[config.mk]
export PLATFORM = sky130hd
export DESIGN_NAME = exec_ctrl_flat
export DESIGN_NICKNAME = d
export VERILOG_FILES = /design/src/rtl/cpu_pkg.sv /design/src/rtl/exec_ctrl_if.sv /design/src/rtl/regfile.sv /design/src/rtl/exec_ctrl.sv /design/src/flat_wrapper.sv
export SDC_FILE = /design/constraint.sdc
export NUM_CORES = 1
export LEC_CHECK = 0
export BUFFER_PORTS_ARGS = -buffer_cell sky130_fd_sc_hd__buf_4
export CORE_MARGIN = 4
export CORE_UTILIZATION = 39
export CTS_CLUSTER_DIAMETER = 150
export CTS_CLUSTER_SIZE = 24
export DETAILED_ROUTE_END_ITERATION = 16
export GPL_TIMING_DRIVEN = 0
export SLEW_MARGIN = 15
export SYNTH_ARGS = -nofsm -noshare
export SYNTH_HDL_FRONTEND = slang
export SYNTH_SLANG_ARGS = --single-unit
[constraint.sdc]
create_clock -name clk -period 2 [get_ports clk]
set_input_delay 0 -clock clk [delete_from_list [all_inputs] [get_ports clk]]
set_output_delay 0 -clock clk [all_outputs]
set_load 0.02 [all_outputs]
[src/rtl/cpu_pkg.sv]
// Shared opcode, field-position and state definitions for the execution controller.
package cpu_pkg;

  // Instruction field positions
  localparam int unsigned OpcodeMsb = 15;
  localparam int unsigned OpcodeLsb = 11;
  localparam int unsigned RdMsb     = 10;
  localparam int unsigned RdLsb     = 8;
  localparam int unsigned RsMsb     = 7;
  localparam int unsigned RsLsb     = 5;
  localparam int unsigned RtMsb     = 4;
  localparam int unsigned RtLsb     = 2;
  localparam int unsigned ImmMsb    = 4;
  localparam int unsigned ImmLsb    = 0;

  // Bit positions inside the {c,z,n,o} flag vector
  localparam int unsigned FlagC = 3;
  localparam int unsigned FlagZ = 2;
  localparam int unsigned FlagN = 1;
  localparam int unsigned FlagO = 0;

  typedef logic [4:0] opcode_t;

  localparam opcode_t OpAdd  = 5'b00000;
  localparam opcode_t OpSub  = 5'b00001;
  localparam opcode_t OpAddi = 5'b00010;
  localparam opcode_t OpAnd  = 5'b00011;
  localparam opcode_t OpOr   = 5'b00100;
  localparam opcode_t OpXor  = 5'b00101;
  localparam opcode_t OpNot  = 5'b00110;
  localparam opcode_t OpMov  = 5'b00111;
  localparam opcode_t OpRor  = 5'b01000;
  localparam opcode_t OpRol  = 5'b01001;
  localparam opcode_t OpShr  = 5'b01010;
  localparam opcode_t OpShl  = 5'b01011;

  typedef enum logic [1:0] {StIdle, StRead, StExec, StWrite} state_e;

  // Which flags an opcode is allowed to update; FlgNone marks an illegal opcode
  typedef enum logic [1:0] {FlgAll, FlgZn, FlgCzn, FlgNone} flag_class_e;

  function automatic flag_class_e flag_class(input opcode_t op);
    if (op <= OpAddi) begin
      return FlgAll;
    end else if (op <= OpMov) begin
      return FlgZn;
    end else if (op <= OpShl) begin
      return FlgCzn;
    end
    return FlgNone;
  endfunction

  function automatic logic [15:0] sext_imm5(input logic [4:0] imm);
    return {{11{imm[4]}}, imm};
  endfunction

endpackage

[src/rtl/exec_ctrl_if.sv]
// Instruction handshake, external ALU, status and debug-read signals of exec_ctrl.
interface exec_ctrl_if;
  logic        instr_valid;
  logic        instr_ready;
  logic [15:0] instr;
  logic [15:0] alu_a;
  logic [15:0] alu_b;
  logic [3:0]  alu_s;
  logic [15:0] alu_r;
  logic        alu_c;
  logic        alu_z;
  logic        alu_n;
  logic        alu_o;
  logic        done;
  logic        illegal;
  logic [3:0]  flags;
  logic [2:0]  dbg_addr;
  logic [15:0] dbg_data;

  // Instruction source / ALU / debug side
  modport master (
    output instr_valid, instr, alu_r, alu_c, alu_z, alu_n, alu_o, dbg_addr,
    input  instr_ready, alu_a, alu_b, alu_s, done, illegal, flags, dbg_data
  );

  // exec_ctrl side
  modport slave (
    input  instr_valid, instr, alu_r, alu_c, alu_z, alu_n, alu_o, dbg_addr,
    output instr_ready, alu_a, alu_b, alu_s, done, illegal, flags, dbg_data
  );
endinterface

[src/rtl/regfile.sv]
// 8x16 register file: one synchronous write port, three combinational read ports.
module regfile (
  input  logic        clk_i,
  input  logic        rst_ni,
  input  logic        we_i,
  input  logic [2:0]  waddr_i,
  input  logic [15:0] wdata_i,
  input  logic [2:0]  raddr_a_i,
  output logic [15:0] rdata_a_o,
  input  logic [2:0]  raddr_b_i,
  output logic [15:0] rdata_b_o,
  input  logic [2:0]  raddr_d_i,
  output logic [15:0] rdata_d_o
);

  logic [15:0] mem_q [8];
  logic [15:0] mem_d [8];

  // Next-state: only the addressed entry changes on a write
  always_comb begin
    for (int i = 0; i < 8; i++) begin
      mem_d[i] = mem_q[i];
    end
    if (we_i) begin
      mem_d[waddr_i] = wdata_i;
    end
  end

  // Storage with asynchronous clear
  always_ff @(posedge clk_i or negedge rst_ni) begin
    if (!rst_ni) begin
      for (int i = 0; i < 8; i++) begin
        mem_q[i] <= 16'h0000;
      end
    end else begin
      for (int i = 0; i < 8; i++) begin
        mem_q[i] <= mem_d[i];
      end
    end
  end

  assign rdata_a_o = mem_q[raddr_a_i];
  assign rdata_b_o = mem_q[raddr_b_i];
  assign rdata_d_o = mem_q[raddr_d_i];

endmodule

[src/rtl/exec_ctrl.sv]
// Four-phase (IDLE/READ/EXEC/WRITE) instruction sequencer around an external ALU.
module exec_ctrl
  import cpu_pkg::*;
#(
  parameter logic [3:0] FLAGS_INIT = 4'b0000
) (
  input logic         clk,
  input logic         rst_n,
  exec_ctrl_if.slave  bus
);

  state_e      state_q, state_d;
  logic [15:0] instr_q, instr_d;
  logic [15:0] opa_q, opa_d;
  logic [15:0] opb_q, opb_d;
  logic [15:0] res_q, res_d;
  logic [3:0]  aflags_q, aflags_d;
  logic [3:0]  flags_q, flags_d;
  logic        rf_we;

  opcode_t     op;
  flag_class_e fclass;
  logic [2:0]  rd, rs, rt;
  logic [15:0] rs_data, rt_data;

  assign op     = instr_q[OpcodeMsb:OpcodeLsb];
  assign rd     = instr_q[RdMsb:RdLsb];
  assign rs     = instr_q[RsMsb:RsLsb];
  assign rt     = instr_q[RtMsb:RtLsb];
  assign fclass = flag_class(op);

  regfile u_regfile (
    .clk_i     (clk),
    .rst_ni    (rst_n),
    .we_i      (rf_we),
    .waddr_i   (rd),
    .wdata_i   (res_q),
    .raddr_a_i (rs),
    .rdata_a_o (rs_data),
    .raddr_b_i (rt),
    .rdata_b_o (rt_data),
    .raddr_d_i (bus.dbg_addr),
    .rdata_d_o (bus.dbg_data)
  );

  // Next-state, operand/result latching and flag update
  always_comb begin
    state_d  = state_q;
    instr_d  = instr_q;
    opa_d    = opa_q;
    opb_d    = opb_q;
    res_d    = res_q;
    aflags_d = aflags_q;
    flags_d  = flags_q;
    rf_we    = 1'b0;
    unique case (state_q)
      StIdle: begin
        if (bus.instr_valid) begin
          instr_d = bus.instr;
          state_d = StRead;
        end
      end
      StRead: begin
        opa_d = rs_data;
        if (op == OpAddi) begin
          opb_d = sext_imm5(instr_q[ImmMsb:ImmLsb]);
        end else if (op == OpRor || op == OpRol) begin
          // Rotates go through carry: the ALU sees the current c as its B operand
          opb_d = {15'b0, flags_q[FlagC]};
        end else begin
          opb_d = rt_data;
        end
        state_d = StExec;
      end
      StExec: begin
        res_d    = bus.alu_r;
        aflags_d = {bus.alu_c, bus.alu_z, bus.alu_n, bus.alu_o};
        state_d  = StWrite;
      end
      StWrite: begin
        rf_we = (fclass != FlgNone);
        unique case (fclass)
          FlgAll: flags_d = aflags_q;
          FlgZn: begin
            flags_d[FlagZ] = aflags_q[FlagZ];
            flags_d[FlagN] = aflags_q[FlagN];
          end
          FlgCzn: begin
            flags_d[FlagC] = aflags_q[FlagC];
            flags_d[FlagZ] = aflags_q[FlagZ];
            flags_d[FlagN] = aflags_q[FlagN];
          end
          FlgNone: flags_d = flags_q;
        endcase
        state_d = StIdle;
      end
    endcase
  end

  // State and datapath registers, cleared asynchronously
  always_ff @(posedge clk or negedge rst_n) begin
    if (!rst_n) begin
      state_q  <= StIdle;
      instr_q  <= 16'h0000;
      opa_q    <= 16'h0000;
      opb_q    <= 16'h0000;
      res_q    <= 16'h0000;
      aflags_q <= 4'b0000;
      flags_q  <= FLAGS_INIT;
    end else begin
      state_q  <= state_d;
      instr_q  <= instr_d;
      opa_q    <= opa_d;
      opb_q    <= opb_d;
      res_q    <= res_d;
      aflags_q <= aflags_d;
      flags_q  <= flags_d;
    end
  end

  // ALU operands are only meaningful in EXEC but are driven from the latches always
  assign bus.alu_a       = opa_q;
  assign bus.alu_b       = opb_q;
  assign bus.alu_s       = op[3:0];
  assign bus.instr_ready = (state_q == StIdle);
  assign bus.done        = (state_q == StWrite);
  assign bus.illegal     = (state_q == StWrite) && (fclass == FlgNone);
  assign bus.flags       = flags_q;

endmodule

[src/flat_wrapper.sv]
// flat-port wrapper written by rule: the top's interface ports become plain ports
module exec_ctrl_flat import cpu_pkg::*;
#(
  parameter logic [3:0] FLAGS_INIT = 4'b0000
)
  (clk, rst_n, bus_instr_valid, bus_instr, bus_alu_r, bus_alu_c, bus_alu_z, bus_alu_n, bus_alu_o, bus_dbg_addr, bus_instr_ready, bus_alu_a, bus_alu_b, bus_alu_s, bus_done, bus_illegal, bus_flags, bus_dbg_data);
  exec_ctrl_if bus_i ();
  input logic clk;
  input logic rst_n;
  input wire logic [$bits(bus_i.instr_valid)-1:0] bus_instr_valid;
  input wire logic [$bits(bus_i.instr)-1:0] bus_instr;
  input wire logic [$bits(bus_i.alu_r)-1:0] bus_alu_r;
  input wire logic [$bits(bus_i.alu_c)-1:0] bus_alu_c;
  input wire logic [$bits(bus_i.alu_z)-1:0] bus_alu_z;
  input wire logic [$bits(bus_i.alu_n)-1:0] bus_alu_n;
  input wire logic [$bits(bus_i.alu_o)-1:0] bus_alu_o;
  input wire logic [$bits(bus_i.dbg_addr)-1:0] bus_dbg_addr;
  output wire logic [$bits(bus_i.instr_ready)-1:0] bus_instr_ready;
  output wire logic [$bits(bus_i.alu_a)-1:0] bus_alu_a;
  output wire logic [$bits(bus_i.alu_b)-1:0] bus_alu_b;
  output wire logic [$bits(bus_i.alu_s)-1:0] bus_alu_s;
  output wire logic [$bits(bus_i.done)-1:0] bus_done;
  output wire logic [$bits(bus_i.illegal)-1:0] bus_illegal;
  output wire logic [$bits(bus_i.flags)-1:0] bus_flags;
  output wire logic [$bits(bus_i.dbg_data)-1:0] bus_dbg_data;
  assign bus_i.instr_valid = bus_instr_valid;
  assign bus_i.instr = bus_instr;
  assign bus_i.alu_r = bus_alu_r;
  assign bus_i.alu_c = bus_alu_c;
  assign bus_i.alu_z = bus_alu_z;
  assign bus_i.alu_n = bus_alu_n;
  assign bus_i.alu_o = bus_alu_o;
  assign bus_i.dbg_addr = bus_dbg_addr;
  assign bus_instr_ready = bus_i.instr_ready;
  assign bus_alu_a = bus_i.alu_a;
  assign bus_alu_b = bus_i.alu_b;
  assign bus_alu_s = bus_i.alu_s;
  assign bus_done = bus_i.done;
  assign bus_illegal = bus_i.illegal;
  assign bus_flags = bus_i.flags;
  assign bus_dbg_data = bus_i.dbg_data;
  exec_ctrl #(.FLAGS_INIT(FLAGS_INIT)) u_core (.clk(clk), .rst_n(rst_n), .bus(bus_i));
endmodule
# Word-level counts from Yosys, hierarchy flattened
# Index checks and enable logic that the tools add are counted.
word_totals:
  reg_bits: 202
  in_bits: 42
  output_inout_bits: 59
  wordCells: 77
op_classes:
  order_cmp: 8
  eq_ne: 11
  n_mux: 25
  bitwise_logic: 5
  n_reduce_logical: 11
ops:
  columns: ["op", "count"]
  rows:
  - ["16-bit binary-select mux with 3-bit select", 3]
  - ["16-bit two-way mux", 9]
  - ["128-bit bitwise mux", 1]
  - ["16-bit demux with 3-bit select", 1]
  - ["4-bit greater-or-equal comparator (second input constant)", 4]
  - ["3-bit NOT with 4-bit output", 4]
  - ["2-bit two-way mux", 6]
  - ["5-bit by 4-bit == test with 1-bit output (second input constant)", 2]
  - ["2-bit == test (second input constant)", 4]
  - ["2-bit one-hot mux with 4 select lines", 1]
  - ["2-bit AND reduction", 4]
  - ["5-bit by 2-bit == test with 1-bit output (second input constant)", 1]
  - ["5-bit by 2-bit <= comparator with 1-bit output (second input constant)", 1]
  - ["5-bit by 3-bit <= comparator with 1-bit output (second input constant)", 1]
  - ["5-bit by 4-bit <= comparator with 1-bit output (second input constant)", 1]
  - ["2-bit by 1-bit == test with 1-bit output (second input constant)", 2]
  - ["2-bit zero test", 2]
  - ["4-bit by 1-bit less-than comparator with 1-bit output (second input constant)", 1]
  - ["1-bit two-way mux", 4]
  - ["2-bit inequality test (second input constant)", 2]
  - ["3-bit OR reduction", 1]
  - ["1-bit logical AND", 2]
  - ["2-bit OR reduction", 1]
  - ["1-bit logical OR", 1]
  - ["1-bit NOT", 1]

# Logic depth before layout (Yosys ltp)
# Gate-level depths: netlist of run 1.
logic_depth:
  ltp_word: 8
  depth_mapped: 7
  mapped_depth_nobuf: 5

# By module
# Synthesis of run 1 repeated with hierarchy kept, for this count alone.
unflattened:
  hier_cells: 673
  hier_area_um2: 11173.2
modules_own_cells:
  columns: ["module", "n_inst", "cells_each", "area_per_inst_um2", "seq_area_each_um2"]
  rows:
  - ["regfile", 1, 450, 8071.5, 3203.1]
  - ["exec_ctrl", 1, 223, 3101.7, 1851.8]

# Worst setup path before layout of run 1
# Ideal clock, no wire load.
synth_timing:
  kind: "register to register"
  startpoint: "register u_core.state_q[0]"
  endpoint: "register u_core.u_regfile.mem_q[86] (netlist bit)"
  setup_time_ps: 125
  t_arrival_ps: 1906
  required_time_ps: 1875
  slack_ps: -31
  stages_incl_launch_ff: 7
  path_buffers: 1
  period_less_slack_ps: 2031
  path_cell_list: "dfrtp_1 ha_1 nor2b_4 nand3b_4 nor3b_4 buf_8 mux2_4"
synth_between:
  elab_chain_cells: 2
synth_lines:
  columns: ["element", "line", "text"]
  rows:
  - ["start, declared", "exec_ctrl.sv:12", "state_e state_q, state_d;"]
  - ["start signal, assigned", "exec_ctrl.sv:103", "state_q <= StIdle;"]
  - ["start signal, assigned", "exec_ctrl.sv:111", "state_q <= state_d;"]
  - ["2-bit == test", null, null]
  - ["named net bus_done", "flat_wrapper.sv:22", "output wire logic [$bits(bus_i.done)-1:0] bus_done;"]
  - ["1-bit two-way mux", "exec_ctrl.sv:56", "unique case (state_q)"]
  - ["end signal, assigned by index", "regfile.sv:37", "mem_q[i] <= mem_d[i];"]
  - ["end, declared", "regfile.sv:16", "logic [15:0] mem_q [8];"]
# The timed path passes the listed nets, and every way through them passes these cells.
# A chain may end at the register's enable or synchronous reset.

# Final worst setup path of run 1
layout_timing:
  startpoint: "register u_core.state_q[0]"
  endpoint: "register u_core.u_regfile.mem_q[28] (netlist bit)"
layout_between:
  elab_chain_cells: 2
layout_lines:
  columns: ["element", "line"]
  rows:
  - ["2-bit == test", "exec_ctrl.sv:56"]
  - ["1-bit two-way mux", "exec_ctrl.sv:56"]
# Every way passes these cells.

==> results.md, run 1 <==
* LEAKAGE at 5.93 nW
* Crit path arrival time at ~2.3 ns
* Compound-cell area share of the yosys netlist at 3.39%
* Routed Antenna Nets at 0
* Drt total wl at ~31 mm
* Register share of total power at between 30% and 40%
* DR DRC count at 0
* Dpl cell area at around 0.012 mm^2
* Max Freq at roughly 0.52 GHz
* RR Startpoint: u_core.state_q[0]
* Antenna Cells at 0
* Peak VDD IR at approximately 0.67 mV
* PortBufs at 98
* Post-synth EDFFs at 0
* Vias in the first global route at around 7100
* Drt via density at roughly 5.6
* Xor/xnor share of the synthesized area at 0%
* Reg-to-reg slack, setup at between 0.07 and 0.08 ns
* Starting density of the core at around 40%
* CP endpoint kind: register
* Max_cap viols at 0
* Ys async rst share at 100%
* Detailed-router iteration count before antenna repair at 5
* Num Clock Sinks at 202
* Syn avg cell area at roughly 16 um^2
* Setup TNS at 0 ns
* Tmin final at ~1.9 ns
* First-pass GRT wire length at about 47 mm
* Gr usage total at 20.4%
* Gate Count Post-Synth at between 600 and 700
* Psw at around 8.3 mW
* IO Count at 101
* Antenna violations before repair at 0
* Synth Flop Type: dfrtp_1
* Fin cells at about 1200
* Adder-cell share of the synthesized area at 0.458%
* RSZ-0062 raised after global routing: false
* CP max stage cell: dfrtp_2
* Vias at around 7000
* Slew headroom at 33.4%
* Largest net degree at the start of global routing at 94
* Simple-Gate Fraction of Synth Area at under 10%
* Clock root buffer: clkbuf_16
* Part of the power in combinational logic at approximately half
* CP max stage delay at around 0.42 ns
* Pint at about 13 mW
* WHS at -0.00180 ns
* Core footprint at roughly 0.028 mm^2
* TritonCTS clock tree: yes
* DRT iter0 DRCs at about 420
* H-tree levels at 1
* R2r endpoint: u_core.u_regfile.mem_q[28]
* CP startpoint kind: register
* FP Rows at ~60
* Multiplexer area fraction after synthesis at 42.4%
* Setup violators final at 0
* Failing checks: hold timing
* Clk pin slew, worst setup/hold paths at 0.10 ns
* Average wire per standard cell at about 25 um
* Pwr Density at ~1600 mW/mm^2
* CP most frequent cell: buf_4
* CP Buf/Inv Count at 2
* Total CTS buffers at 12
* Worst skew pair latency at roughly 0.48 ns
* GPL Wtd Cong at slightly above 0.8
* Dpl cells at approximately 1200
* Die Y at 175 um
* Largest family of logic cells by synthesized area: multiplexers
* Syn Nets at about 740
* Crit path required time at 2.36 ns
* Hpwl dp at 20.4 mm
* Final hold vios at 2
* Die X at 175 um
* Nets@finish at about 920
* Power share of the clock group at between 10 and 15%
* Setup CP Type: reg -> reg
* Post-synth cell types at between 40 and 50
* Synth Register Bits at 202
* Crit path max-delay family: buffers and inverters
* Post-synthesis cell area at 0.0109 mm^2
* Status: finished, violations left
* Synth warnings at 0
* Sequential-to-total area share from yosys stat at between 40% and 50%
* CP cell instances: ha_4 > nor2b_4 > nand3b_4 > buf_4 > nor2_4 > buf_4 > mux2_2
* R2r worst-path depth at 7
* Worst min path class: in -> async
* Layout Skew at roughly 0.018 ns
* Fin crit share at 96.2%
* Least-Margin Pin Slew at ~1 ns
* Share of layout cells above drive strength 1 at a little under three fifths
* Die ar. at around 0.031 mm^2
* Max Transition Viols Final at 0
* Finished Cell Area at ~0.013 mm^2
* Max Root-Sink Buffers at 3
* Critical path peak fanout at 10
* Overflow after GRT at 0
* Area Growth Syn to Fin at 20.9%
* Switch share at between 30% and 40%
[power by group through the flow]
stage / Sequential, mW / Clock, mW / Combinational [mW]
final: 7.75 / 2.62 / 10.6
after global routing: 8.03 / 2.86 / 11.3
after CTS: 7.71 / 2.70 / 10.6
after detailed placement: 7.74 / 0 / 10.5
after global placement: 7.68 / 0 / 10.3
after floorplan: 7.54 / 0 / 7.07
[layout make-up]
class	count	area, um^2
buffer	55	425
clock buffer	13	325
clock inverter	1	16.3
fill	2436	14500
inverter	6	22.5
multi-input combinational	432	5550
sequential	202	5060
tap	378	473
timing repair buffer	160	1350
[Yosys cell counts, drive strengths merged (6+ instances only)]
master / instances / area, um^2
dfrtp: 202 / 5050
mux2: 190 / 2290
mux4: 96 / 2180
nor2: 47 / 179
buf: 34 / 262
a21oi: 23 / 115
clkbuf: 22 / 82.6
mux2i: 16 / 160
o21ai: 11 / 55.1
a221oi: 10 / 138
nand2: 9 / 41.3
inv: 6 / 22.5
[timing repair]
item | 4_1_cts | 5_1_grt
endpoints found under the setup margin | 148 | 80
resized for setup | 29 | 18
hold endpoints to repair | 147 | 0
hold buffers | 39 | 0
setup buffers | 11 | 9
pin swaps | 5 | 2
gates cloned | 1 | 0
[metal layers]
| metal | share of wire [%] | vias to the layer above | global-route usage, % |
|---|---|---|---|
| li1 | - | 3025 | - |
| met3 | 7.1 | 26 | 3.72 |
| met5 | 0 | - | 0 |
| met4 | 1.3 | 0 | 3.48 |
| met2 | 48 | 237 | 33.1 |
| met1 | 43 | 3708 | 29.5 |
[cells by family (layout without fill, tap and decap cells)]
logic type	Yosys count	in the layout
fa+ha+maj	4	4
flops	202	202
simple gates	75	75
compound gates	51	51
mux	302	302
buf+inv	62	235
[sequential cells by signal, summed over array words and instances, names as in the netlist]
name and count:
u_core.bus.alu_b 16, u_core.aflags_q 4, u_core.u_regfile.mem_q 128, u_core.state_q 2, u_core.bus.flags 4, u_core.bus.alu_a 16, u_core.res_q 16, u_core.instr_q 16
[per-stage QoR]
step                hold WS (ns)  util, %  worst slack [ns]  total power, mW
floorplan                 -0.296        -            0.0626             14.6
global placement           0.200     43.8            -0.565             18.0
detailed placement       -0.0849     44.1            -0.416             18.2
CTS                      0.00524     47.3          0.000136             21.0
global route              0.0194     47.7          0.000929             22.2
finish                  -0.00180     47.7            0.0762             21.0
[layout by cell type, fill, tap and decap left out, types with 2 or more instances in the layout]
master | Yosys | layout
dfrtp_1 | 202 | 200
mux2_2 | 149 | 149
buf_4 | 10 | 127
mux4_2 | 90 | 90
nor2_1 | 46 | 46
mux2_4 | 41 | 41
dlygate4sd3_1 | 0 | 39
a21oi_1 | 23 | 23
mux2i_1 | 16 | 16
clkbuf_16 | 0 | 13
o21ai_0 | 11 | 10
buf_2 | 13 | 9
clkbuf_2 | 0 | 9
clkbuf_1 | 22 | 8
a221oi_2 | 8 | 8
nand2_1 | 8 | 7
buf_6 | 7 | 7
inv_1 | 6 | 6
mux4_1 | 6 | 6
buf_8 | 1 | 4
buf_12 | 1 | 4
clkbuf_4 | 0 | 4
nand3b_4 | 3 | 3
ha_1 | 4 | 3
buf_1 | 2 | 2
nor3_4 | 2 | 2
nand2b_1 | 2 | 2
a221oi_1 | 2 | 2
nand3_1 | 2 | 2
nor3b_4 | 2 | 2
buf_16 | 0 | 2
dfrtp_2 | 0 | 2
[worst reg2reg max path: stages (launching register included)]
cell and delay [ns]:
dfrtp_2 0.42, ha_4 0.17, nor2b_4 0.18, nand3b_4 0.15
buf_4 0.18, nor2_4 0.10, buf_4 0.25, mux2_2 0.36
[worst max-delay path by stage]
stage                                        to  cells past startpoint  slack, ns              start
finish               u_core.u_regfile.mem_q[28]                      7       0.08  u_core.state_q[0]
global route         u_core.u_regfile.mem_q[28]                      7     0.0009  u_core.state_q[1]
CTS                 u_core.u_regfile.mem_q[108]                      7     0.0001  u_core.state_q[0]
detailed placement          u_core.bus.alu_a[7]                      5      -0.42  u_core.instr_q[6]
global placement               u_core.res_q[12]                      1      -0.57              rst_n
floorplan            u_core.u_regfile.mem_q[86]                      6       0.06  u_core.state_q[0]
No activity file was read; power rests on OpenSTA's default activity.
==> inputs of run 2 (changes only) <==
GPL_TIMING_DRIVEN = not set   (was 0)
==> run 2 against run 1 <==
The run now ends clean. Wire length decreased by 7.6%. Combinational power about the same. Final area decreased by 0.50%. Critical path depth unchanged. Core utilization decreased by 0.24 points. Die area unchanged. Worst setup slack got worse by 0.012 ns. Power decreased by 0.75%. Clock skew decreased by 0.0025 ns. Non-clock buffer count decreased by 32. First-iteration DRC count increased by 17%. Maximum frequency decreased by 0.62%.
==> results.md, run 2 (same netlist as run 1, synthesis figures left out) <==
* Area Growth Syn to Fin at 20.3%
* Most common cell after layout, fill and taps aside: dfrtp_1
* Nets@finish at about 880
* RSZ-0062 raised after global routing: false
* Num Clock Sinks at about 200
* CP startpoint kind: register
* Drt via density at 5.63
* Status: finished clean
* PortBufs at 100
* Tmin final at 1.94 ns
* Fin crit share at between 90% and 100%
* Critical path peak fanout at 16
* Slew headroom at a little under three fifths
* Vias at a little under 7000
* Drt total wl at between 20 and 30 mm
* Crit path required time at roughly 2.4 ns
* Least-Margin Pin Slew at 0.667 ns
* Vias in the first global route at around 7500
* LEAKAGE at between 5 and 6 nW
* Post-place setup slack at ~0.037 ns
* Max Root-Sink Buffers at 3
* Max_cap viols at 0
* Setup TNS at 0 ns
* Setup slack after layout at ~0.064 ns
* Largest net degree at the start of global routing at 80
* Layout Skew at 0.0159 ns
* Share of layout cells above drive strength 1 at a little under three fifths
* Hpwl dp at approximately 19 mm
* DR DRC count at 0
* Gr usage total at 19.0%
* Highest-count cells in the layout ignoring fill and taps: dfrtp_1, mux2_2, buf_4
* FP Rows at 61
* Worst min path class: in -> async
* Pwr Density at approximately 1600 mW/mm^2
* CP cell instances: ha_2 > nor2b_4 > and3_2 > buf_4 > nand2_4 > buf_12 > mux2_2
* Detailed-router iteration count before antenna repair at 5
* Total CTS buffers at 12
* Routed Antenna Nets at 0
* Final hold vios at 0
* CP max stage delay at around 0.42 ns
* Max Freq at between 0.5 and 0.6 GHz
* CP endpoint kind: register
* Die X at ~180 um
* Average wire per standard cell at around 24 um
* CP max stage cell: dfrtp_1
* Clock root buffer: clkbuf_16
* Setup violators final at 0
* IO Count at ~100
* Clk pin slew, worst setup/hold paths at approximately 0.1 ns
* Power Total at between 20 and 25 mW
* Max reg flops at around 130
* DRT iter0 DRCs at just under 500
* Setup CP Type: reg -> reg
* First-pass GRT wire length at 45.5 mm
* H-tree levels at 1
* GPL Wtd Cong at a little under 0.8
* Peak VDD IR at roughly 0.81 mV
* Die ar. at between 0.03 and 0.04 mm^2
* Antenna violations before repair at 0
* Die Y at ~180 um
* Biggest register: u_core.u_regfile.mem_q
* Reg-to-reg slack, setup at between 0.06 and 0.07 ns
* Crit path arrival time at roughly 2.3 ns
* Max Transition Viols Final at 0
* Worst skew pair latency at between 0.4 and 0.5 ns
* Starting density of the core at about 39%
* TritonCTS clock tree: yes
* Antenna Cells at 0
* Core footprint at approximately 0.028 mm^2
* Overflow after GRT at 0
## run 2: cell types whose count changed in the layout (fill, tap and decap cells not counted), moves of 3 or more
cell	change
clkbuf_1	-6
buf_2	-9
buf_12	+16
clkbuf_2	-9
buf_8	-4
clkbuf_4	-4
buf_6	-7
buf_4	-3
## run 2: final cells by class
| class | instances | area, um^2 |
|---|---|---|
| clock buffers | 15 | 333 |
| clock inverters | 1 | 16.3 |
| fillers | 2355 | 14600 |
| inverters | 6 | 22.5 |
| multi-input cells | 432 | 5520 |
| flip-flops and latches | 202 | 5060 |
| well taps | 378 | 473 |
| repair buffers | 183 | 1730 |
## run 2: worst paths after layout
path,startpoint,cells past startpoint,endpoint
min in group clk,bus_instr_valid,3,u_core.state_q[1]
hold / removal,rst_n,3,u_core.bus.alu_a[7]
max in group asynchronous,rst_n,3,u_core.res_q[12]
hold reg to reg,u_core.aflags_q[0],1,u_core.bus.flags[0]
setup reg to reg,u_core.state_q[1],7,u_core.u_regfile.mem_q[108]
setup / recovery,u_core.state_q[1],7,u_core.u_regfile.mem_q[108]
## run 2: layer usage
layer	vias to the layer above	GRT usage (%)	part of all wire, %
met5	-	0	0
met3	39	3.12	5.5
li1	2958	-	-
met1	3647	26.2	43
met2	203	31.7	49
met4	0	5.04	2.1
## run 2: repair_timing
action / 4_1_cts / 5_1_grt
gates resized for setup: 0 / 2
hold endpoints to repair: 240 / 0
hold buffers: 39 / 0
setup endpoints to repair: 0 / 46
buffers inserted: 0 / 2
## run 2: through the flow
step                hold slack [ns]  utilization (%)  instances  instance area (um^2)
finish                       0.0867             47.5       1217                 13200
global route                 0.0867             47.5       1217                 13200
CTS                          0.0937             47.4       1215                 13100
detailed placement          -0.0835             44.7       1160                 12400
global placement            -0.0809             44.7       1160                 12400
floorplan                    -0.296                -        696                 10900
## run 2: power breakdown
part | leakage [nW] | switching, mW | internal [mW]
combinational | 3.15 | 4.53 | 5.79
clock | 0.170 | 1.40 | 1.20
sequential | 2.55 | 2.08 | 5.85
## run 2: worst max-delay path, delay by kind of cell (launching register included)
family	cells	cell delay [ns]
fa+ha+maj	1	0.21
simple gates	3	0.45
flops	1	0.42
buf+inv	2	0.36
mux	1	0.35
==> inputs of run 3 (changes only) <==
CTS_BUF_LIST = sky130_fd_sc_hd__clkbuf_8   (was not set)
SLEW_MARGIN = 20   (was 15)
==> run 3 against run 2 <==
Final area is 0.85% lower. Cell count barely moved. Wire length increased by 0.39%. Sequential power hardly changed. Core utilization is 0.40 points lower. Clock power down 25%. Critical path depth stayed put. Largest power group unchanged.
==> results.md, run 3 (same netlist as run 1, synthesis figures left out) <==
* Status: finished clean
* Setup slack after layout at 0.0708 ns
* Die Y at between 150 and 200 um
* Register share of total power at approximately 39%
* Core footprint at 0.0277 mm^2
* DRT iter0 DRCs at approximately 500
* Max Transition Viols Final at 0
* Max Freq at 0.518 GHz
* Highest-count cells in the layout ignoring fill and taps: dfrtp_1, mux2_2, buf_4
* R2r worst-path depth at 7
* Crit path arrival time at between 2 and 2.5 ns
* Average wire per standard cell at about 24 um
* Share of layout cells above drive strength 1 at a little under three fifths
* Largest net degree at the start of global routing at 80
* Layout Skew at 0.0271 ns
* Tmin final at 1.93 ns
* Clock root buffer: clkbuf_8
* Routed Antenna Nets at 0
* Setup TNS at 0 ns
* RR Startpoint: u_core.state_q[1]
* Least-Margin Pin Slew at around 0.67 ns
* R2r endpoint: u_core.u_regfile.mem_q[101]
* Fin crit share at 96.5%
* Nets@finish at ~900
* GPL Wtd Cong at slightly below 0.8
* Post-place setup slack at 0.0372 ns
* Drt total wl at slightly below 30 mm
* Pint at about 12 mW
* Worst skew pair latency at 0.51 ns
* Power Total at approximately 20 mW
* Crit path required time at about 2.4 ns
* Power share of the clock group at 9.6%
* DR DRC count at 0
* Part of the power in combinational logic at roughly half
* Setup CP Type: reg -> reg
* Vias at 6851
* Finished Cell Area at roughly 0.013 mm^2
* Dpl cells at 1160
* WHS at about 0.035 ns
* Switch share at between 30% and 40%
* Reg-to-reg slack, setup at 0.07 ns
* Max Root-Sink Buffers at 3
* FP Rows at 61
* Psw at roughly 8 mW
* Fillcell total at around 2400
* RSZ-0062 raised after global routing: false
* Area Growth Syn to Fin at 19.3%
* Starting density of the core at 39.5%
* Slew headroom at 55.2%
* Final hold vios at 0
* Vias in the first global route at roughly 7500
* PortBufs at 100
* Biggest register: u_core.u_regfile.mem_q
* H-tree levels at 1
* Worst min path class: in -> async
* Pwr Density at ~1500 mW/mm^2
* Fin cells at 1218
* Detailed-router iteration count before antenna repair at 4
* Die X at ~180 um
* Most common cell after layout, fill and taps aside: dfrtp_1
* Overflow after GRT at 0
* Clk pin slew, worst setup/hold paths at 0.15 ns
* IO Count at slightly above 100
* Die ar. at about 0.03 mm^2
* Num Clock Sinks at between 200 and 250
* Antenna Cells at 0
* CP startpoint kind: register
* Drt via density at ~5.6
* Hpwl dp at 19.1 mm
* Peak VDD IR at about 0.9 mV
* CP endpoint kind: register
* Fin util at 47.1%
* Gr usage total at 18.9%
* Antenna violations before repair at 0
* Dpl cell area at around 0.012 mm^2
* First-pass GRT wire length at 45.3 mm
* Critical path peak fanout at 8
* TritonCTS clock tree: yes
* Total CTS buffers at 12
* Setup violators final at 0
* Max reg flops at approximately 130
* LEAKAGE at approximately 6 nW
* Max_cap viols at 0
run 3: changes by cell type in the layout (fill, tap and decap cells not counted), sizes merged:
cell,before,now
clkbuf,16,15
inv,7,9
run 3: critical path, stage by stage (launching register included):
cell	delay [ns]
dfrtp_1	0.45
ha_4	0.19
nor2b_4	0.14
and3_2	0.25
buf_4	0.17
nand2_4	0.09
clkbuf_16	0.19
mux2_2	0.34
run 3: cell type report:
class,instances,area [um^2],share of cell area [%]
sequential,202,5060,38.8
multi-input combinational,432,5530,42.4
clock inverter,3,23.8,0.182
tap,378,473,3.63
timing repair buffer,184,1750,13.4
clock buffer,13,179,1.37
inverter,6,22.5,0.173
run 3: power groups by stage:
stage / registers, mW / clock network (mW) / logic [mW]
floorplan: 7.54 / 0 / 7.07
global placement: 7.80 / 0 / 10.1
detailed placement: 8.01 / 0 / 10.3
CTS: 7.91 / 2.02 / 10.4
global route: 8.18 / 2.16 / 11.1
finish: 7.92 / 1.94 / 10.3
run 3: worst max-delay path by stage:
stage / end / start / slack (ns)
final: u_core.u_regfile.mem_q[101] / u_core.state_q[1] / 0.07
after global routing: u_core.bus.alu_b[13] / u_core.instr_q[3] / 0.01
after CTS: u_core.bus.alu_b[2] / u_core.instr_q[2] / 0.02
after detailed placement: u_core.bus.alu_b[15] / u_core.state_q[1] / 0.04
after global placement: u_core.bus.alu_b[2] / u_core.instr_q[2] / 0.04
after floorplan: u_core.u_regfile.mem_q[86] / u_core.state_q[0] / 0.06
run 3: what timing repair did:
item	4_1_cts	5_1_grt
setup endpoints to repair	0	54
hold buffers	39	0
buffers inserted	0	2
resized for setup	0	4
endpoints found under the hold margin	240	0
run 3: metal layers:
layer	global-route usage, %	vias to the layer above	share of wire (%)
li1	-	2955	-
met1	26.1	3672	44
met2	31.7	187	49
met3	3.12	37	5.5
met4	4.65	0	2.1
met5	0	-	0
